==> src/rtl/ddr_axi_arbiter.sv <==
// Two-master AXI4 arbiter for the shared DDR-C channel: round-robin AW/AR grants,
// source-tagged IDs, a write-order FIFO for W routing and ID-based B/R return.
module ddr_axi_arbiter #(
    parameter int ADDR_W  = 64,
    parameter int DATA_W  = 64,
    parameter int ID_W    = 16,
    parameter int MAX_OUT = 8
) (
    input  logic                  clock,
    input  logic                  reset,
    // master 0
    input  logic                  s0_awvalid,
    input  logic [ADDR_W-1:0]     s0_awaddr,
    input  logic [7:0]            s0_awlen,
    input  logic [2:0]            s0_awsize,
    input  logic [ID_W-2:0]       s0_awid,
    output logic                  s0_awready,
    input  logic                  s0_wvalid,
    input  logic [DATA_W-1:0]     s0_wdata,
    input  logic [DATA_W/8-1:0]   s0_wstrb,
    input  logic                  s0_wlast,
    output logic                  s0_wready,
    output logic                  s0_bvalid,
    output logic [1:0]            s0_bresp,
    output logic [ID_W-2:0]       s0_bid,
    input  logic                  s0_bready,
    input  logic                  s0_arvalid,
    input  logic [ADDR_W-1:0]     s0_araddr,
    input  logic [7:0]            s0_arlen,
    input  logic [2:0]            s0_arsize,
    input  logic [ID_W-2:0]       s0_arid,
    output logic                  s0_arready,
    output logic                  s0_rvalid,
    output logic [DATA_W-1:0]     s0_rdata,
    output logic [1:0]            s0_rresp,
    output logic                  s0_rlast,
    output logic [ID_W-2:0]       s0_rid,
    input  logic                  s0_rready,
    // master 1
    input  logic                  s1_awvalid,
    input  logic [ADDR_W-1:0]     s1_awaddr,
    input  logic [7:0]            s1_awlen,
    input  logic [2:0]            s1_awsize,
    input  logic [ID_W-2:0]       s1_awid,
    output logic                  s1_awready,
    input  logic                  s1_wvalid,
    input  logic [DATA_W-1:0]     s1_wdata,
    input  logic [DATA_W/8-1:0]   s1_wstrb,
    input  logic                  s1_wlast,
    output logic                  s1_wready,
    output logic                  s1_bvalid,
    output logic [1:0]            s1_bresp,
    output logic [ID_W-2:0]       s1_bid,
    input  logic                  s1_bready,
    input  logic                  s1_arvalid,
    input  logic [ADDR_W-1:0]     s1_araddr,
    input  logic [7:0]            s1_arlen,
    input  logic [2:0]            s1_arsize,
    input  logic [ID_W-2:0]       s1_arid,
    output logic                  s1_arready,
    output logic                  s1_rvalid,
    output logic [DATA_W-1:0]     s1_rdata,
    output logic [1:0]            s1_rresp,
    output logic                  s1_rlast,
    output logic [ID_W-2:0]       s1_rid,
    input  logic                  s1_rready,
    // DDR side
    output logic                  m_awvalid,
    output logic [ADDR_W-1:0]     m_awaddr,
    output logic [7:0]            m_awlen,
    output logic [2:0]            m_awsize,
    output logic [ID_W-1:0]       m_awid,
    input  logic                  m_awready,
    output logic                  m_wvalid,
    output logic [DATA_W-1:0]     m_wdata,
    output logic [DATA_W/8-1:0]   m_wstrb,
    output logic                  m_wlast,
    input  logic                  m_wready,
    input  logic                  m_bvalid,
    input  logic [1:0]            m_bresp,
    input  logic [ID_W-1:0]       m_bid,
    output logic                  m_bready,
    output logic                  m_arvalid,
    output logic [ADDR_W-1:0]     m_araddr,
    output logic [7:0]            m_arlen,
    output logic [2:0]            m_arsize,
    output logic [ID_W-1:0]       m_arid,
    input  logic                  m_arready,
    input  logic                  m_rvalid,
    input  logic [DATA_W-1:0]     m_rdata,
    input  logic [1:0]            m_rresp,
    input  logic                  m_rlast,
    input  logic [ID_W-1:0]       m_rid,
    output logic                  m_rready
);

    localparam int PTR_W = $clog2(MAX_OUT);
    localparam logic [PTR_W:0]   CNT_ONE  = (PTR_W+1)'(1);
    localparam logic [PTR_W:0]   CNT_FULL = (PTR_W+1)'(MAX_OUT);
    localparam logic [PTR_W-1:0] PTR_ONE  = PTR_W'(1);

    typedef enum logic {ARB_IDLE, ARB_LOCKED} arb_state_e;

    arb_state_e aw_state_q, aw_state_d, ar_state_q, ar_state_d;
    logic aw_ptr_q, aw_ptr_d, aw_grant_q, aw_grant_d, aw_grant, aw_hs;
    logic ar_ptr_q, ar_ptr_d, ar_grant_q, ar_grant_d, ar_grant, ar_hs;

    logic             fifo_mem [MAX_OUT];
    logic [PTR_W-1:0] fifo_wr_q, fifo_wr_d, fifo_rd_q, fifo_rd_d;
    logic [PTR_W:0]   fifo_cnt_q, fifo_cnt_d;
    logic             fifo_full, fifo_empty, fifo_push, fifo_pop, w_src;

    // NOTE: sequential state is updated with non-blocking assignments only.
    always_ff @(posedge clock or posedge reset) begin
        if (reset) begin
            aw_state_q <= ARB_IDLE;
            aw_ptr_q   <= 1'b1;
            aw_grant_q <= 1'b0;
            ar_state_q <= ARB_IDLE;
            ar_ptr_q   <= 1'b1;
            ar_grant_q <= 1'b0;
            fifo_wr_q  <= '0;
            fifo_rd_q  <= '0;
            fifo_cnt_q <= '0;
        end else begin
            aw_state_q <= aw_state_d;
            aw_ptr_q   <= aw_ptr_d;
            aw_grant_q <= aw_grant_d;
            ar_state_q <= ar_state_d;
            ar_ptr_q   <= ar_ptr_d;
            ar_grant_q <= ar_grant_d;
            fifo_wr_q  <= fifo_wr_d;
            fifo_rd_q  <= fifo_rd_d;
            fifo_cnt_q <= fifo_cnt_d;
        end
    end

    // NOTE: the order storage needs no reset; the count alone defines which entries are live.
    always_ff @(posedge clock) begin
        if (fifo_push) fifo_mem[fifo_wr_q] <= aw_grant;
    end

    // Grant decode and next state; a lock holds the previous grant until handshake.
    always_comb begin
        // NOTE: every comb output gets a default first so no latch is inferred.
        aw_grant   = aw_grant_q;
        ar_grant   = ar_grant_q;
        if (aw_state_q == ARB_IDLE)
            aw_grant = (s0_awvalid && s1_awvalid) ? ~aw_ptr_q : s1_awvalid;
        if (ar_state_q == ARB_IDLE)
            ar_grant = (s0_arvalid && s1_arvalid) ? ~ar_ptr_q : s1_arvalid;

        aw_state_d = aw_state_q;
        aw_ptr_d   = aw_ptr_q;
        aw_grant_d = aw_grant_q;
        if (aw_hs) begin
            aw_state_d = ARB_IDLE;
            aw_ptr_d   = aw_grant;
        end else if (m_awvalid) begin
            aw_state_d = ARB_LOCKED;
            aw_grant_d = aw_grant;
        end

        ar_state_d = ar_state_q;
        ar_ptr_d   = ar_ptr_q;
        ar_grant_d = ar_grant_q;
        if (ar_hs) begin
            ar_state_d = ARB_IDLE;
            ar_ptr_d   = ar_grant;
        end else if (m_arvalid) begin
            ar_state_d = ARB_LOCKED;
            ar_grant_d = ar_grant;
        end

        fifo_wr_d  = fifo_push ? fifo_wr_q + PTR_ONE : fifo_wr_q;
        fifo_rd_d  = fifo_pop  ? fifo_rd_q + PTR_ONE : fifo_rd_q;
        fifo_cnt_d = fifo_cnt_q;
        if (fifo_push && !fifo_pop) fifo_cnt_d = fifo_cnt_q + CNT_ONE;
        if (!fifo_push && fifo_pop) fifo_cnt_d = fifo_cnt_q - CNT_ONE;
    end

    // Request-side outputs; valids and readies are forced low while reset is held.
    always_comb begin
        m_awvalid  = !reset && !fifo_full && (aw_grant ? s1_awvalid : s0_awvalid);
        m_awaddr   = aw_grant ? s1_awaddr : s0_awaddr;
        m_awlen    = aw_grant ? s1_awlen  : s0_awlen;
        m_awsize   = aw_grant ? s1_awsize : s0_awsize;
        m_awid     = {aw_grant, aw_grant ? s1_awid : s0_awid};
        s0_awready = !reset && !aw_grant && m_awready && !fifo_full;
        s1_awready = !reset &&  aw_grant && m_awready && !fifo_full;

        m_arvalid  = !reset && (ar_grant ? s1_arvalid : s0_arvalid);
        m_araddr   = ar_grant ? s1_araddr : s0_araddr;
        m_arlen    = ar_grant ? s1_arlen  : s0_arlen;
        m_arsize   = ar_grant ? s1_arsize : s0_arsize;
        m_arid     = {ar_grant, ar_grant ? s1_arid : s0_arid};
        s0_arready = !reset && !ar_grant && m_arready;
        s1_arready = !reset &&  ar_grant && m_arready;
    end

    assign aw_hs      = m_awvalid && m_awready;
    assign ar_hs      = m_arvalid && m_arready;
    assign fifo_full  = (fifo_cnt_q == CNT_FULL);
    assign fifo_empty = (fifo_cnt_q == '0);
    assign fifo_push  = aw_hs;
    assign fifo_pop   = m_wvalid && m_wready && m_wlast;
    assign w_src      = fifo_mem[fifo_rd_q];

    // W follows AW order: only the source at the FIFO head may drive data.
    assign m_wvalid  = !reset && !fifo_empty && (w_src ? s1_wvalid : s0_wvalid);
    assign m_wdata   = w_src ? s1_wdata : s0_wdata;
    assign m_wstrb   = w_src ? s1_wstrb : s0_wstrb;
    assign m_wlast   = w_src ? s1_wlast : s0_wlast;
    assign s0_wready = !reset && !fifo_empty && !w_src && m_wready;
    assign s1_wready = !reset && !fifo_empty &&  w_src && m_wready;

    assign s0_bvalid = !reset && m_bvalid && !m_bid[ID_W-1];
    assign s1_bvalid = !reset && m_bvalid &&  m_bid[ID_W-1];
    assign s0_bresp  = m_bresp;
    assign s1_bresp  = m_bresp;
    assign s0_bid    = m_bid[ID_W-2:0];
    assign s1_bid    = m_bid[ID_W-2:0];
    assign m_bready  = !reset && (m_bid[ID_W-1] ? s1_bready : s0_bready);

    assign s0_rvalid = !reset && m_rvalid && !m_rid[ID_W-1];
    assign s1_rvalid = !reset && m_rvalid &&  m_rid[ID_W-1];
    assign s0_rdata  = m_rdata;
    assign s1_rdata  = m_rdata;
    assign s0_rresp  = m_rresp;
    assign s1_rresp  = m_rresp;
    assign s0_rlast  = m_rlast;
    assign s1_rlast  = m_rlast;
    assign s0_rid    = m_rid[ID_W-2:0];
    assign s1_rid    = m_rid[ID_W-2:0];
    assign m_rready  = !reset && (m_rid[ID_W-1] ? s1_rready : s0_rready);

endmodule
==> config.mk <==
export PLATFORM = sky130hd
export DESIGN_NAME = ddr_axi_arbiter
export DESIGN_NICKNAME = d
export VERILOG_FILES = /design/src/rtl/ddr_axi_arbiter.sv
export SDC_FILE = /design/constraint.sdc
export NUM_CORES = 1
export LEC_CHECK = 0
export CAP_MARGIN = 20
export CORE_AREA = 5 5 421 423
export CTS_CLUSTER_SIZE = 25
export DETAILED_ROUTE_END_ITERATION = 8
export DIE_AREA = 0 0 426 428
export PLACE_DENSITY = 0.3
export RECOVER_POWER = 50
export SYNTH_ARGS = -nofsm -noshare
export SYNTH_HDL_FRONTEND = slang
export SYNTH_SLANG_ARGS = --single-unit
==> constraint.sdc <==
create_clock -name clock -period 2.65 [get_ports clock]
set_input_delay 0.53 -clock clock [delete_from_list [all_inputs] [get_ports clock]]
set_output_delay 0.53 -clock clock [all_outputs]
set_load 0.005 [all_outputs]
# == After elaboration in Yosys (flattened, before gate mapping) ==
# Memories as Yosys holds them, arrays and structs flattened.
# Cells that the tools add are included.
# word_totals
regBits,16
mem_bits_rw,8
in_bits,624
out_inout_bits,468
mem_count,1
# op_classes
n_addsub,4
n_eq_ne,1
n_mux,28
n_bitwise,4
reduce_logical,51
# memory_table
name,words,width,rd,rd_clocked_by_memory_dff,write_ports,line_no,rtl
fifo_mem,8,1,1,0,1,108,logic fifo_mem [MAX_OUT];
# op_table
op,count
$mux W64,3
$logic_and A1 B1 Y1,35
$mux W15,2
$mux W8,3
$mux W1,16
$logic_not A1 Y1,10
$mux W4,2
$add A3 B1 Y3 const B,2
$mux W3,2
$reduce_bool A2 Y1,3
$add A4 B1 Y4 const B,1
$eq A4 B4 Y1 const B,1
$logic_not A4 Y1,1
$not A1 Y1,4
$reduce_and A2 Y1,2
$sub A4 B1 Y4 const B,1

# == Depth between registers and ports, before layout ==
# Gate-level depths: netlist of the first run.
# logic_depth
ltp_word,10
ltp_mapped,11

# == Worst setup path before layout of the first run ==
# No wires, ideal clock.
# synth_path
path_kind,input-to-reg
startpoint,input port reset
endpoint,register fifo_cnt_q[2]
setup_ns,0.125
t_arrival_ns,2.849
t_required_ns,2.525
path_slack_ns,-0.324
path_stages,11
n_path_buf,0
path_cell_list,inv_1 nand3_1 nor3b_2 clkinv_1 ha_1 xor2_1 ha_1 a21oi_1 xor2_1 nor2_1 xor2_1
# synth_via
elab_chain_len,8
# synth_rtl
item,line_no,rtl
start: declaration,10,"input logic reset,"
$logic_not A1 Y1 *,"184, 210",
$logic_and A1 B1 Y1 (2 in a row),210,assign m_wvalid = !reset && !fifo_empty && (w_src ? s1_wvalid : s0_wvalid);
$logic_and A1 B1 Y1 (2 in a row),206,assign fifo_pop = m_wvalid && m_wready && m_wlast;
$logic_not A1 Y1,178,if (fifo_push && !fifo_pop) fifo_cnt_d = fifo_cnt_q + CNT_ONE;
$logic_and A1 B1 Y1,178,
$reduce_bool A2 Y1 (no line),-,
end signal: assignment,134,fifo_cnt_q <= fifo_cnt_d;
end: declaration,110,"logic [PTR_W:0] fifo_cnt_q, fifo_cnt_d;"
# Mark *: on every way between the ends. The rest lies on a longest branch, timed or not.
# A chain may end at the register's enable or synchronous reset.

# == Worst setup path after layout of the first run ==
# layout_path
startpoint,register fifo_rd_q[0]
endpoint,output port m_wdata[18]
# layout_via
elab_chain_len,2
# layout_rtl
item,line_no,rtl
start: declaration,109,"logic [PTR_W-1:0] fifo_wr_q, fifo_wr_d, fifo_rd_q, fifo_rd_d;"
start signal: assignment,133,fifo_rd_q <= fifo_rd_d;
$mem_v2 Z8 W1,-,
$mux W64,211,assign m_wdata = w_src ? s1_wdata : s0_wdata;
end: declaration,75,"output logic [DATA_W-1:0] m_wdata,"
# Every way passes these cells.

==> results of run 1 <==
[worst max path at each step]
stage / from / cells after the start / slack [ps] / endpoint
after global routing: fifo_rd_q[0] / 8 / -440 / m_wdata[39]
final: fifo_rd_q[0] / 9 / -350 / m_wdata[18]
after global placement: s0_arvalid / 7 / -510 / m_araddr[41]
after detailed placement: s0_arvalid / 7 / -520 / m_araddr[41]
after floorplan: reset / 11 / 6 / fifo_cnt_q[2]
after CTS: fifo_rd_q[0] / 9 / -520 / m_wdata[39]
[layer usage]
| metal | vias to the layer above | GRT usage |
|---|---|---|
| li1 | 3936 | - |
| met1 | 3986 | 0.1055 |
| met2 | 696 | 0.1857 |
| met3 | 186 | 0.07947 |
| met4 | 70 | 0.01671 |
| met5 | - | 0.01296 |
[cell usage in the layout, fill, tap and decap left out, drive strengths merged, types with 2 or more instances in the layout]
cell             n
a211oi           2
a21oi            4
and3             2
buf            357
bufbuf           4
clkbuf          63
clkdlybuf4s15   29
clkdlybuf4s50  526
dfrtp           14
dfstp            2
diode            7
dlygate4sd2     22
edfxtp           8
ha               5
inv              2
mux2           167
mux2i            7
mux4             2
nand2          285
nand2b           2
nand4            2
nor2            12
nor2b            4
nor3             2
nor3b            6
nor4b            2
o21ai            5
xnor2            4
xor2             5
[area by class of cell]
| type | instances | area, um^2 |
|---|---|---|
| tap | 2325 | 2909 |
| timing repair buffer | 998 | 10710 |
| sequential | 24 | 645.6 |
| antenna | 7 | 17.52 |
| clock inverter | 1 | 30.03 |
| multi-input combinational | 529 | 4345 |
| inverter | 4 | 27.53 |
| clock buffer | 3 | 75.07 |
| fill | 20080 | 154300 |
[state kept, by name (all words and copies together), names as in the netlist]
| signal | count |
|---|---|
| fifo_cnt_q | 4 |
| fifo_rd_q | 3 |
| aw_grant_q | 1 |
| ar_ptr_q | 1 |
| fifo_wr_q | 3 |
| aw_ptr_q | 1 |
| ar_grant_q | 1 |
| aw_state_q | 1 |
| ar_state_q | 1 |
| fifo_mem | 8 |
[power by group through the flow]
stage          sequential, mW  clock [mW]  combinational (mW)
2_1_floorplan           0.649           0                3.67
6_report                0.694       0.529                15.6
5_1_grt                 0.721       0.565                16.5
3_3_place_gp            0.695           0                11.3
3_5_place_dp            0.695           0                11.3
4_1_cts                 0.689       0.582                15.3
[cell families (layout without fill, tap and decap cells)]
family,Yosys count,count (layout),share of synthesized area
adder cells (fa/ha/maj),5,5,0.01062
XOR/XNOR,9,9,0.01339
AND/OR/NAND/NOR,325,325,0.2240
buffers and inverters,244,1006,0.2877
multiplexers,176,176,0.3411
flip-flops,24,24,0.1092
other,0,7,0
AO/OA/AOI/OAI,14,14,0.01402
[through the flow]
| step | std cells | utilization | setup TNS, ps | worst slack (ps) |
|---|---|---|---|---|
| 6_report | 3891 | 0.1084 | -21320 | -346.9 |
| 5_1_grt | 3885 | 0.1083 | -31650 | -441.4 |
| 4_1_cts | 3862 | 0.1056 | -36840 | -519.8 |
| 3_5_place_dp | 3749 | 0.09327 | -90880 | -521.9 |
| 3_3_place_gp | 3749 | 0.09327 | -92290 | -506.3 |
| 2_1_floorplan | 797 | - | 0 | 5.579 |
[repair_timing]
item                       in CTS  in global routing
pin swaps                      10                 15
hold buffers                    0                  0
setup endpoints to repair     261                236
cloned                         18                  2
setup buffers                  99                 48
resized for setup             915                307
==> impl_metrics.env, run 1 <==
export IMPL_critPathRequiredTime_ps=2120
export IMPL_htreeDepth=1
export IMPL_antenna_found_initial=90
export IMPL_cts_buffer_depth=2
export IMPL_p_int_mw=10.20
export IMPL_synth_commonest_cells="285 x nand2_1, 205 x buf_4, 159 x mux2_2, 23 x clkbuf_1, 14 x dfrtp_1"
export IMPL_path_cells="mux4_2 > mux2i_4 > buf_6 > buf_12 > buf_12 > buf_6 > buf_8 > mux2_4 > buf_6"
export IMPL_io_pins=1092
export IMPL_seq_power_share=0.041
export IMPL_synth_most_common_cell="nand2_1"
export IMPL_post_drt_via_cell_ratio=2.281
export IMPL_synth_avg_cell_area_um2=7.388
export IMPL_clk_pin_slew_ps=100
export IMPL_crit_arrival_ps=2470
export IMPL_vias=8874
export IMPL_ys_dominant_reg_cell="dfrtp_1"
export IMPL_insertion_delay_ps=300
export IMPL_drive_gt1_frac=0.4317
export IMPL_p_sw_mw=6.603
export IMPL_cp_end_kind="output port"
export IMPL_ant_nets=0
export IMPL_nets=2189
export IMPL_hold_viol=0
export IMPL_cp_slowest_cell="mux4_2"
export IMPL_rsz0062_at_grt="true"
export IMPL_cts_tree="done"
export IMPL_firstDrtPassIters=4
export IMPL_cts_buffers=3
export IMPL_min_period_over_period=1.131
export IMPL_r2r_slack_ps=-180
export IMPL_drt_wl_total_um=104300
export IMPL_fin_ws_ps=-346.9
export IMPL_leakage_nw=7.602
export IMPL_p_comb_frac=0.927
export IMPL_power_density_mw_per_mm2=895.3
export IMPL_finalPower_mw=16.80
export IMPL_grt_pass1_vias=9099
export IMPL_wl_per_cell_um=26.81
export IMPL_grt_max_degree=15
export IMPL_synth_distinct_cells=41
export IMPL_ys_async_sr_fraction=0.6667
export IMPL_synth_warnings=0
export IMPL_relSlewSlack=0.4346
export IMPL_overflow=0
export IMPL_outcome="finished with violations"
export IMPL_path_class="flop to output port"
export IMPL_whs_path_depth=1
export IMPL_syn_nets=1426
export IMPL_setup_viol=99
export IMPL_drc=0
export IMPL_critPathMaxFanout=6
export IMPL_root_buffer="clkbuf_16"
export IMPL_maxCapViolCount=0
export IMPL_clkPwrFrac=0.031
export IMPL_start_util=0.03402
export IMPL_crit_family="multiplexers"
export IMPL_maxSlewViolCount=0
export IMPL_min_to="fifo_cnt_q[3]"
export IMPL_critPathLaunchType="flop"
export IMPL_swShare=0.3931
export IMPL_core_mm2=0.1731
export IMPL_fin_skew_ps=15.20
export IMPL_reg2reg_from="fifo_rd_q[0]"
export IMPL_cts_sinks=24
export IMPL_path_buf_inv=6
export IMPL_area_delta_synth_final_pct=218.7
export IMPL_worst_hold_path_type="flop to flop"
export IMPL_fin_crit_ps=2997
export IMPL_synth_cells=797
export IMPL_row_count=153
export IMPL_drt_met1_wl_um=35340
export IMPL_critPathMaxStageDelay_ps=540
export IMPL_violations="setup timing"
export IMPL_netlist_top_cell_by_area="mux2_2"
export IMPL_ys_top_cells_by_area="mux2_2 30%, buf_4 26%, nand2_1 18%, dfrtp_1 5.9%, edfxtp_1 4.1%"
export IMPL_synth_seq_cells=24
export IMPL_path_common_cell="buf_6"
export IMPL_dieArea_mm2=0.1823
export IMPL_io_buffers=794
export IMPL_syn_area_mm2=0.005888
export IMPL_irDropWorstVdd_v=0.0002996
export IMPL_gp_congestion=0.9119
export IMPL_drt_initial_drc_count=284
export IMPL_die_width_um=426
export IMPL_r2r_end="fifo_cnt_q[2]"
export IMPL_dpl_cell_area_mm2=0.01614
export IMPL_synth_edff_count=8
export IMPL_routed_top_layer="met5"
export IMPL_worst_r2r_cell_count=13
export IMPL_worst_pin_slew_ps=848.0
export IMPL_routed_wl_met3_um=16310
export IMPL_yosysTopAreaCellShare=0.3041
export IMPL_ys_seq_area_frac=0.1092
export IMPL_grt_pass1_wl_um=123300
export IMPL_stdcell_area_mm2=0.01876
export IMPL_grt_usage=0.1080
export IMPL_hpwlAfterDp_um=93730
export IMPL_whs_ps=502.9
export IMPL_fp_dieH_um=428
export IMPL_hold_start="fifo_cnt_q[3]"
export IMPL_fmaxAchievable_mhz=333.7
export IMPL_wl_met2_um=49670
No activity file was read; power rests on OpenSTA's default activity.
==> inputs of run 2 (changes only) <==
--- a/config.mk
+++ b/config.mk
@@ -12,6 +12,7 @@
 export DIE_AREA = 0 0 426 428
 export PLACE_DENSITY = 0.3
 export RECOVER_POWER = 50
+export SLEW_MARGIN = 40
 export SYNTH_ARGS = -nofsm -noshare
 export SYNTH_HDL_FRONTEND = slang
 export SYNTH_SLANG_ARGS = --single-unit
==> results of run 2 <==
Same layout as run 1: the final DEF is identical, and so are final timing and power.
